<file path="src/rtl/if_fetch_unit.sv">
// if_fetch_unit: RV32I instruction fetch over an 8-bit memory port; optional I-cache under ICACHE_EN
module if_fetch_unit #(
   parameter logic [31:0] RESET_PC     = 32'h0000_0000,
   parameter int          ICACHE_DEPTH = 64
) (
   input  logic        clk,
   input  logic        rst,
   input  logic        stall_i,
   input  logic        jump_i,
   input  logic [31:0] jump_addr_i,
   output logic [31:0] pc_o,
   output logic [31:0] inst_o,
   output logic        inst_valid_o,
   output logic        mem_req_o,
   output logic [31:0] mem_addr_o,
   input  logic        mem_gnt_i,
   input  logic [7:0]  mem_data_i,
   input  logic        mem_rvalid_i
);
   localparam logic [1:0] S_REQ     = 2'd0;
   localparam logic [1:0] S_WAIT    = 2'd1;
   localparam logic [1:0] S_PRESENT = 2'd2;
   if (ICACHE_DEPTH < 2 || (ICACHE_DEPTH & (ICACHE_DEPTH - 1)) != 0) begin : g_bad_depth
      $error("ICACHE_DEPTH must be a power of two >= 2");
   end
   logic [1:0]  state;
   logic [1:0]  idx;
   logic [31:0] pc;
   logic [31:0] ibuf;
   logic [31:0] next_pc;
   logic [31:0] hit_data;
   logic        consume;
   logic        hit;
   assign consume      = state == S_PRESENT && !stall_i;
   assign next_pc      = jump_i ? jump_addr_i : pc + 32'd4;
   assign mem_req_o    = state == S_REQ && !rst;
   assign mem_addr_o   = mem_req_o ? pc + {30'd0, idx} : 32'd0;
   assign inst_valid_o = state == S_PRESENT;
   assign inst_o       = inst_valid_o ? ibuf : 32'd0;
   assign pc_o         = pc;
`ifdef ICACHE_EN
   localparam int IW = $clog2(ICACHE_DEPTH);
   localparam int TW = 30 - IW;
   logic [31:0]             c_data [ICACHE_DEPTH];
   logic [TW-1:0]           c_tag  [ICACHE_DEPTH];
   logic [ICACHE_DEPTH-1:0] c_valid;
   logic [IW-1:0]           l_idx;
   logic [IW-1:0]           f_idx;
   logic                    fill;
   assign l_idx    = next_pc[IW+1:2];
   assign f_idx    = pc[IW+1:2];
   assign hit      = c_valid[l_idx] && c_tag[l_idx] == next_pc[31:IW+2];
   assign hit_data = c_data[l_idx];
   assign fill     = state == S_WAIT && mem_rvalid_i && idx == 2'd3;
   // line valid bits: cleared by reset, set when a missed word completes
   always_ff @(posedge clk) begin
      if (rst) c_valid <= '0;
      else if (fill) c_valid[f_idx] <= 1'b1;
   end
   // line payload: last byte comes straight from the port, the rest from the buffer
   always_ff @(posedge clk) begin
      if (fill) begin
         c_data[f_idx] <= {mem_data_i, ibuf[23:0]};
         c_tag[f_idx]  <= pc[31:IW+2];
      end
   end
`else
   assign hit      = 1'b0;
   assign hit_data = 32'd0;
`endif
   // fetch sequencer: request byte, wait for its data, present the word, then advance or redirect
   always_ff @(posedge clk) begin
      if (rst) begin
         state <= S_REQ;
         pc    <= RESET_PC;
         idx   <= 2'd0;
         ibuf  <= 32'd0;
      end else if (state == S_REQ) begin
         if (mem_gnt_i) state <= S_WAIT;
      end else if (state == S_WAIT) begin
         if (mem_rvalid_i) begin
            ibuf[{idx, 3'b000} +: 8] <= mem_data_i;
            idx   <= idx + 2'd1;
            state <= idx == 2'd3 ? S_PRESENT : S_REQ;
         end
      end else if (consume) begin
         pc    <= next_pc;
         idx   <= 2'd0;
         state <= hit ? S_PRESENT : S_REQ;
         ibuf  <= hit ? hit_data : ibuf;
      end
   end
endmodule

</file>
<file path="config.mk">
export PLATFORM = sky130hd
export DESIGN_NAME = if_fetch_unit
export DESIGN_NICKNAME = d
export VERILOG_FILES = /design/src/rtl/if_fetch_unit.sv
export SDC_FILE = /design/constraint.sdc
export NUM_CORES = 1
export LEC_CHECK = 0
export CAP_MARGIN = 30
export CORE_ASPECT_RATIO = 0.8
export CORE_MARGIN = 10
export CORE_UTILIZATION = 30
export DETAILED_ROUTE_END_ITERATION = 8
export GPL_TIMING_DRIVEN = 0
export HOLD_SLACK_MARGIN = 0.12
export PLACE_DENSITY_LB_ADDON = 0.08
export SLEW_MARGIN = 10
export SYNTH_ARGS = -nofsm -noshare
export SYNTH_HDL_FRONTEND = slang
export SYNTH_SLANG_ARGS = --single-unit
export TNS_END_PERCENT = 20
</file>
<file path="constraint.sdc">
create_clock -name clk -period 4.1 [get_ports clk]
set_input_delay 0.82 -clock clk [delete_from_list [all_inputs] [get_ports clk]]
set_output_delay 0.82 -clock clk [all_outputs]
set_load 0.1 [all_outputs]
</file>
==> results.sh, run 1 <==
export IMPL_status="complete, no violations"
export IMPL_layout_setup_ws_ps=88.4
export IMPL_vias_per_cell=5.61
export IMPL_grt_overflow_total=0
export IMPL_drive_above_1_share_pct=11.9
export IMPL_gp_congestion=0.893
export IMPL_ir_drop_mv=0.201
export IMPL_route_detailed_drc=0
export IMPL_drv_slew=0
export IMPL_vias=5715
export IMPL_cts_max_path_buffers=2
export IMPL_ctsHoldBuffers=0
export IMPL_share_comb_of_total_power_pct=11.5
export IMPL_synthFlopType="dfxtp_1"
export IMPL_cp_max_fo=10
export IMPL_pwr_share_clk_pct=45.6
export IMPL_antenna_found_initial=0
export IMPL_synthCells=651
export IMPL_ys_seq_area_share_pct=29.0
export IMPL_synth_edff_count=0
export IMPL_synth_seq_cells=68
export IMPL_fin_nets=860
export IMPL_holdPathStages=2
export IMPL_hold_class="reg -> reg"
export IMPL_fin_crit_sh_pct=97.8
export IMPL_syn_nets=707
export IMPL_cts_root_buf="clkbuf_16"
export IMPL_clk_latency_ps=340
export IMPL_io_pins=144
export IMPL_pre_cts_ws_ps=-579
export IMPL_fin_util_pct=44.0
export IMPL_slowest_stage="nand4_1"
export IMPL_dp_cells=1003
export IMPL_crit_buf_inv=4
export IMPL_cts_buffers=9
export IMPL_drt_iter0_drc=455
export IMPL_fp_coreArea_um2=15200
export IMPL_crit_path_end_kind="primary output"
export IMPL_leakage_nw=2.19
export IMPL_required_ps=3280
export IMPL_power_switching_w=0.000428
export IMPL_syn_to_final_growth_pct=42.0
export IMPL_place_hpwl_mm=16.2
export IMPL_grt_pass1_vias=5422
export IMPL_skew_ps=5.84
export IMPL_reg2reg_depth=7
export IMPL_yosysTopAreaCellShare_pct=29.0
export IMPL_finalCriticalPeriod_ps=4010
export IMPL_arrival_ps=3190
export IMPL_grt_pass1_wl_mm=32.4
export IMPL_synth_warning_count=0
export IMPL_io_buffers=142
export IMPL_path_depth=8
export IMPL_post_drt_wl_per_cell_um=20.8
export IMPL_clk_pin_slew_ps=50
export IMPL_clock_sinks=68
export IMPL_fp_dieW_um=160
export IMPL_finalHoldWorstSlack_ps=446
export IMPL_sw_frac_of_total_pct=27.4
export IMPL_crit_chain="buf_2 -> and4_1 -> buf_2 -> nand4_1 -> clkbuf_2 -> nor4_1 -> mux2i_2 -> buf_4"
export IMPL_pwr_share_seq_pct=42.9
export IMPL_ys_async_sr_fraction_pct=0
export IMPL_maxCapViolCount=0
export IMPL_tightest_slew_ps=1030
export IMPL_cp_start_kind="flip-flop"
export IMPL_ant_nets=0
export IMPL_grt_max_degree=12
export IMPL_grt_use_total_pct=19.2
export IMPL_syn_area_per_cell_um2=7.21
export IMPL_fmax_ghz=0.249
export IMPL_hold_viol_final=0
export IMPL_setup_viol=0
export IMPL_power_density_nw_per_um2=234
export IMPL_initial_utilization_pct=31.0
export IMPL_critPathKind="reg -> out"
export IMPL_critPathTopFamily="simple AND/OR/NAND/NOR gates"
export IMPL_firstDrtPassIters=5
export IMPL_diodes=0
export IMPL_slowest_delay_ps=480
export IMPL_placementRows=40
export IMPL_rsz0062_at_grt="true"
export IMPL_cts_tree="yes"
export IMPL_routed_wl_mm=21.2
export IMPL_internal_power_w=0.00113
export IMPL_relSlewSlack_pct=30.9
export IMPL_finalPower_w=0.00156
export IMPL_instances_no_fill=1018
export IMPL_fp_dieH_um=132
export IMPL_syn_area_um2=4700
export IMPL_synthTopCellsByArea="dfxtp_1 (29%), a21oi_1 (7.1%), nand3_1 (6.6%)"
export IMPL_die_area_um2=21100
export IMPL_critPathMostFrequentCell="buf_2"
export IMPL_nFillCells=1571
export IMPL_yosysTopAreaCell="dfxtp_1"
export IMPL_synth_distinct_cells=64
export IMPL_htree_num_levels=3
kinds of logic (layout without fill, tap and decap cells):
| group | Yosys count | count (layout) | synth area share, % |
|---|---|---|---|
| and+or+nand+nor | 322 | 322 | 36.4 |
| AOI/OAI and AO/OA | 159 | 159 | 22.1 |
| buffers and inverters | 76 | 233 | 6.53 |
| DFF | 68 | 68 | 29.0 |
| adders and majority gates | 10 | 10 | 2.82 |
| xor gates and xnor gates | 9 | 9 | 1.68 |
| muxes | 7 | 7 | 1.49 |
state kept, by name (all words and copies together), names as in the netlist:
register  count
ibuf         32
idx           2
pc_o         32
state         2
area by class of cell:
class                           count  area, µm²  area share (%)
Multi-Input combinational cell    507       3120            46.8
Sequential cell                    68       1370            20.6
Timing Repair Buffer              142       1340            20.1
Buffer                             63        264            3.96
Tap cell                          210        263            3.94
Clock buffer                       10        229            3.43
Inverter                           13       48.8           0.732
Clock inverter                      5       30.0           0.450
what timing repair did:
action                                  4_1_cts  5_1_grt
gates resized for setup                      98       44
buffers inserted                              0        0
pin swaps                                     0        1
endpoints found under the setup margin       33       24
power by group through the flow:
| stage | sequential [W] | clock [W] | combinational, W |
|---|---|---|---|
| after floorplan | 0.000686 | 0 | 0.0000828 |
| final | 0.000670 | 0.000712 | 0.000179 |
| after detailed placement | 0.000684 | 0 | 0.000176 |
| after global routing | 0.000671 | 0.000753 | 0.000192 |
| after CTS | 0.000670 | 0.000723 | 0.000177 |
| after global placement | 0.000684 | 0 | 0.000176 |
cell usage after synthesis (all sizes together), types with 4 or more instances:
master,number
clkbuf,46
o21ai,18
nand2b,5
and3,12
mux2i,7
buf,17
or3,13
and4,6
inv,13
and2,42
o211ai,7
nor4,10
o31ai,13
ha,9
or4,17
a21oi,67
xor2,4
nor3,18
xnor2,5
nor2,28
dfxtp,68
nand2,82
a31oi,6
nand3,62
nand4,17
a32o,4
worst reg2reg max path: cells and delay by family, from the launching register on:
kind                   cells  cell delay [ps]
buffers and inverters      3             1160
AND/OR/NAND/NOR            2              700
AO/OA/AOI/OAI              2              400
flip-flops                 1              310
through the flow:
step	TNS, ps	area [µm²]
finish	0	6670
global route	-84.0	6670
detailed placement	-14030	6460
global placement	-15490	6460
CTS	-1590	6710
floorplan	-3220	4780
path summary, 6_finish.rpt:
path / slack (ps) / end / start
worst max register to register: 1400 / pc_o[6] / state[0]
worst min register to register: 450 / ibuf[31] / ibuf[31]
worst min-delay path: 450 / ibuf[31] / ibuf[31]
worst max-delay path: 90 / mem_addr_o[23] / pc_o[4]
metal layers:
layer / vias to the layer above / global-route usage (%) / routed length [µm]
met5: - / 0 / 0
met2: 271 / 27.6 / 8830
met4: 0 / 3.00 / 214
met1: 2728 / 27.0 / 10200
met3: 19 / 7.24 / 1960
li1: 2697 / - / -
cells in the final DEF (no fill, tap or decap), types with 12 or more instances in the layout:
cell type,count
nor2_1,28
nand4_1,16
or4_1,17
nand2_1,81
a21oi_1,59
dfxtp_1,59
nor3_1,18
nand3_1,62
clkbuf_1,43
or3_1,12
o31ai_1,13
buf_2,13
clkdlybuf4s50_1,109
o21ai_0,18
and2_1,42
clkbuf_2,18
and3_1,12
inv_1,12
Power figures use the tool's default switching activity.
==> run 2: changes to the inputs <==
CORE_ASPECT_RATIO = default   (was 0.8)
==> run 2 against run 1 <==
Largest power group unchanged; combinational power barely moved; clock skew about the same; the run now ends with setup timing left; global-route usage increased by 0.24 points; clock power grew 19%; utilization increased by 0.22 points; power is 8.7% higher; via count shrank 0.24%; final cell count rose by 0.39%; cell area grew 1.1%; worst setup slack lost 210 ps; highest routed layer unchanged; fmax fell by 5.0%; die area is 0.15% lower.
==> results.sh, run 2 (same netlist as run 1, synthesis figures left out) <==
export IMPL_status="finished, violations left"
export IMPL_violations="setup timing"
export IMPL_clock_sinks=68
export IMPL_die_area_um2=21100
export IMPL_cp_max_fo=10
export IMPL_critPathKind="in -> out"
export IMPL_vias=5701
export IMPL_hold_class="reg -> reg"
export IMPL_pwr_share_seq_pct=39.5
export IMPL_skew_ps=5.87
export IMPL_gp_congestion=0.923
export IMPL_arrival_ps=3400
export IMPL_setup_viol=6
export IMPL_placementRows=45
export IMPL_route_detailed_drc=0
export IMPL_grt_pass1_wl_mm=33.1
export IMPL_fp_coreArea_um2=15300
export IMPL_grt_use_total_pct=19.5
export IMPL_cp_start_kind="input pin"
export IMPL_ctsHoldBuffers=0
export IMPL_grt_max_degree=12
export IMPL_cts_tree="yes"
export IMPL_maxCapViolCount=0
export IMPL_finalCriticalPeriod_ps=4220
export IMPL_pwr_share_clk_pct=50.0
export IMPL_diodes=0
export IMPL_power_density_nw_per_um2=251
export IMPL_drt_iter0_drc=486
export IMPL_cts_max_path_buffers=2
export IMPL_fin_crit_sh_pct=103
export IMPL_syn_to_final_growth_pct=43.6
export IMPL_fin_nets=863
export IMPL_hold_viol_final=0
export IMPL_fp_dieH_um=145
export IMPL_dp_cells=1004
export IMPL_drv_slew=0
export IMPL_clk_latency_ps=350
export IMPL_sw_frac_of_total_pct=25.8
export IMPL_post_drt_wl_per_cell_um=20.9
export IMPL_rsz0062_at_grt="true"
export IMPL_ant_nets=0
export IMPL_clk_pin_slew_ps=60
export IMPL_grt_pass1_vias=5593
export IMPL_fin_util_pct=44.2
export IMPL_instances_no_fill=1022
export IMPL_grt_overflow_total=0
export IMPL_io_buffers=142
export IMPL_vias_per_cell=5.58
export IMPL_fmax_ghz=0.237
export IMPL_firstDrtPassIters=5
export IMPL_place_hpwl_mm=16.2
export IMPL_tightest_slew_ps=1030
export IMPL_antenna_found_initial=0
export IMPL_layout_setup_ws_ps=-123
export IMPL_share_comb_of_total_power_pct=10.5
export IMPL_htree_num_levels=3
export IMPL_cts_root_buf="clkbuf_16"
export IMPL_final_cell_mix="clkdlybuf4s50_1 (109), nand2_1 (81), nand3_1 (62)"
export IMPL_layout_commonest_cell="clkdlybuf4s50_1"
export IMPL_initial_utilization_pct=30.8
export IMPL_power_switching_w=0.000438
export IMPL_cts_buffers=9
export IMPL_ir_drop_mv=0.188
export IMPL_crit_path_end_kind="primary output"
export IMPL_io_pins=144
export IMPL_pre_cts_ws_ps=-693
export IMPL_required_ps=3280
export IMPL_leakage_nw=2.24
export IMPL_drive_above_1_share_pct=11.0
export IMPL_routed_wl_mm=21.4
export IMPL_fp_dieW_um=145
export IMPL_internal_power_w=0.00126
export IMPL_relSlewSlack_pct=30.8
==> run 2: what timing repair did <==
action,CTS,global route
endpoints found under the hold margin,0,0
gates resized for setup,91,23
setup endpoints to repair,33,22
buffers inserted,3,0
pin swaps,1,0
==> run 2: power by group through the flow <==
stage | clock [W] | sequential, W | combinational [W]
2_1_floorplan | 0 | 0.000686 | 0.0000828
3_3_place_gp | 0 | 0.000685 | 0.000175
3_5_place_dp | 0 | 0.000685 | 0.000176
4_1_cts | 0.000850 | 0.000670 | 0.000177
5_1_grt | 0.000879 | 0.000671 | 0.000191
6_report | 0.000848 | 0.000670 | 0.000178
==> run 2: path summary, 6_finish.rpt <==
| path | start | endpoint | slack (ps) | cells after the start |
|---|---|---|---|---|
| max | rst | mem_addr_o[6] | -120 | 6 |
| min | ibuf[26] | ibuf[26] | 450 | 2 |
| max reg2reg | state[0] | pc_o[4] | 1390 | 7 |
| min reg2reg | ibuf[26] | ibuf[26] | 450 | 2 |
==> run 2: critical path, cell delays in order <==
cell             delay (ps)
clkdlybuf4s50_1         490
or3_1                   330
clkbuf_1                270
buf_1                   400
nor2_1                  180
dlygate4sd2_1           880
==> run 2: through the flow <==
stage | TNS, ps | power [W] | hold WS [ps] | instance area (µm²)
final | -643 | 0.00170 | 445 | 6750
after global routing | -1250 | 0.00174 | 457 | 6750
after CTS | -1160 | 0.00170 | 448 | 6780
after detailed placement | -13880 | 0.000861 | 440 | 6460
after global placement | -14120 | 0.000860 | 439 | 6460
after floorplan | -3220 | 0.000769 | 427 | 4780
==> run 2: layer usage <==
layer	vias up	part of all wire (%)	GRT usage, %
met2	258	44	29.2
met4	0	2.3	7.48
met5	-	0	0
li1	2699	-	-
met3	38	7.2	4.16
met1	2706	47	26.6
==> run 2: final cells by class <==
class	instances	area, µm²
inverter	13	48.8
sequential	68	1370
fill	1602	8510
clock inverter	5	77.6
tap	211	264
timing repair buffer	145	1370
buffer	63	260
clock buffer	10	229
multi-input combinational	507	3120
==> run 3: changes to the inputs <==
CTS_BUF_LIST = sky130_fd_sc_hd__clkbuf_16   (was default)
PLACE_DENSITY = 0.62   (was default)
PLACE_DENSITY_LB_ADDON = default   (was 0.08)
==> run 3 against run 2 <==
The flow now finishes without violations; utilization up 0.53 points; first-iteration DRC count up 24%; critical path depth up 2; largest power group unchanged.
==> results.sh, run 3 (same netlist as run 1, synthesis figures left out) <==
export IMPL_fin_crit_sh_pct=98.0
export IMPL_fmax_ghz=0.249
export IMPL_critPathTopFamily="buffers and inverters"
export IMPL_maxCapViolCount=0
export IMPL_ant_nets=0
export IMPL_ir_drop_mv=0.203
export IMPL_fp_dieH_um=145
export IMPL_pwr_share_seq_pct=40.8
export IMPL_placementRows=45
export IMPL_cp_start_kind="input pin"
export IMPL_pre_cts_ws_ps=-563
export IMPL_htree_num_levels=3
export IMPL_crit_chain="clkdlybuf4s50_1 -> or3_1 -> clkbuf_2 -> inv_2 -> clkbuf_2 -> and2_1 -> clkdlybuf4s50_1 -> buf_16"
export IMPL_required_ps=3280
export IMPL_drv_slew=0
export IMPL_cp_max_fo=10
export IMPL_grt_max_degree=13
export IMPL_ctsHoldBuffers=0
export IMPL_slowest_stage="clkdlybuf4s50_1"
export IMPL_finalCriticalPeriod_ps=4020
export IMPL_min_to="ibuf[31]"
export IMPL_pwr_share_clk_pct=48.4
export IMPL_setup_tns_ps=0
export IMPL_nFillCells=1594
export IMPL_slowest_delay_ps=560
export IMPL_drive_above_1_share_pct=12.1
export IMPL_crit_buf_inv=6
export IMPL_vias=5655
export IMPL_clk_latency_ps=350
export IMPL_relSlewSlack_pct=32.9
export IMPL_hp_start="ibuf[31]"
export IMPL_dp_cells=1007
export IMPL_r2r_start="state[0]"
export IMPL_layout_setup_ws_ps=81.5
export IMPL_gp_congestion=0.925
export IMPL_dpl_cell_area_um2=6550
export IMPL_crit_path_end_kind="primary output"
export IMPL_final_cell_mix="clkdlybuf4s50_1 (110), nand2_1 (81), nand3_1 (62)"
export IMPL_hold_viol_final=0
export IMPL_arrival_ps=3200
export IMPL_setup_viol=0
export IMPL_grt_use_total_pct=18.2
export IMPL_place_hpwl_mm=15.0
export IMPL_finalPower_w=0.00164
export IMPL_die_area_um2=21100
export IMPL_syn_to_final_growth_pct=45.4
export IMPL_cts_max_path_buffers=2
export IMPL_instances_no_fill=1027
export IMPL_holdPathStages=2
export IMPL_power_switching_w=0.000441
export IMPL_hold_class="reg -> reg"
export IMPL_diodes=0
export IMPL_share_comb_of_total_power_pct=10.8
export IMPL_r2r_slack_ps=1510
export IMPL_reg2reg_depth=7
export IMPL_fin_nets=867
export IMPL_clk_pin_slew_ps=60
export IMPL_finalInstanceArea_um2=6830
export IMPL_cts_root_buf="clkbuf_16"
export IMPL_cts_tree="yes"
export IMPL_drt_iter0_drc=605
export IMPL_leakage_nw=2.25
export IMPL_initial_utilization_pct=30.8
export IMPL_post_drt_wl_per_cell_um=19.5
export IMPL_io_buffers=142
export IMPL_cts_buffers=9
export IMPL_clock_sinks=68
export IMPL_rsz0062_at_grt="true"
export IMPL_io_pins=144
export IMPL_layout_commonest_cell="clkdlybuf4s50_1"
export IMPL_critPathKind="in -> out"
export IMPL_internal_power_w=0.00120
export IMPL_tightest_slew_ps=1000
export IMPL_routed_wl_mm=20.0
export IMPL_fp_coreArea_um2=15300
export IMPL_grt_overflow_total=0
export IMPL_grt_pass1_vias=5333
export IMPL_status="complete, no violations"
export IMPL_antenna_found_initial=0
export IMPL_worstReg2RegEnd="pc_o[4]"
export IMPL_power_density_nw_per_um2=240
export IMPL_grt_pass1_wl_mm=31.1
export IMPL_firstDrtPassIters=5
export IMPL_sw_frac_of_total_pct=26.9
export IMPL_route_detailed_drc=0
export IMPL_skew_ps=6.22
export IMPL_vias_per_cell=5.51
export IMPL_fp_dieW_um=145
-- run 3: cell count changes in the layout (fill, tap and decap cells not counted), moves of 3 or more --
cell	previous run	this run
buf_16	0	3
buf_2	16	11
clkbuf_1	45	42
dlygate4sd2_1	6	2
clkbuf_4	2	5
buf_4	5	8
clkbuf_2	10	15
-- run 3: worst min-delay path, delay by kind of cell (launching register included) --
kind               cells  cell delay (ps)
DFF                    1              300
and+or+nand+nor        1               50
AOI/OAI and AO/OA      1               50
-- run 3: cell type report --
class                   count  area, µm²  area share, %
multi-input cells         507       3120           45.7
clock inverters             7       67.6          0.990
repair buffers            149       1470           21.5
clock buffers               9        225           3.30
inverters                  13       48.8          0.715
flip-flops and latches     68       1370           20.1
plain buffers              63        263           3.85
well taps                 211        264           3.87
-- run 3: power by group through the flow --
stage                     Combinational (W)  Clock, W  Sequential (W)
after floorplan                   0.0000828         0        0.000686
after global placement             0.000172         0        0.000685
after detailed placement           0.000174         0        0.000685
after CTS                          0.000175  0.000801        0.000670
after global routing               0.000190  0.000826        0.000671
final                              0.000177  0.000794        0.000670
-- run 3: worst max-delay path by stage --
stage	from	to	slack [ps]	depth (start not counted)
2_1_floorplan	pc_o[0]	mem_addr_o[8]	-350	5
3_3_place_gp	rst	mem_addr_o[23]	-550	8
3_5_place_dp	rst	mem_addr_o[23]	-560	8
4_1_cts	idx[0]	mem_addr_o[16]	-110	7
5_1_grt	pc_o[16]	mem_addr_o[23]	-100	7
6_report	rst	mem_addr_o[0]	80	8
-- run 3: routing by layer --
layer	track usage (%)	wire length [µm]
met5	0	0
met4	5.71	398
met3	5.74	1860
met2	27.3	8820
met1	24.2	8960
-- run 3: what timing repair did --
| action | CTS | global route |
|---|---|---|
| resized for setup | 95 | 32 |
| pin swaps | 0 | 1 |
| setup buffers | 0 | 4 |
| endpoints found under the setup margin | 33 | 22 |
-- run 3: through the flow --
step	utilization [%]	hold slack [ps]
detailed placement	42.9	441
global placement	42.4	434
global route	44.7	466
floorplan	-	427
CTS	44.7	449
finish	44.7	446
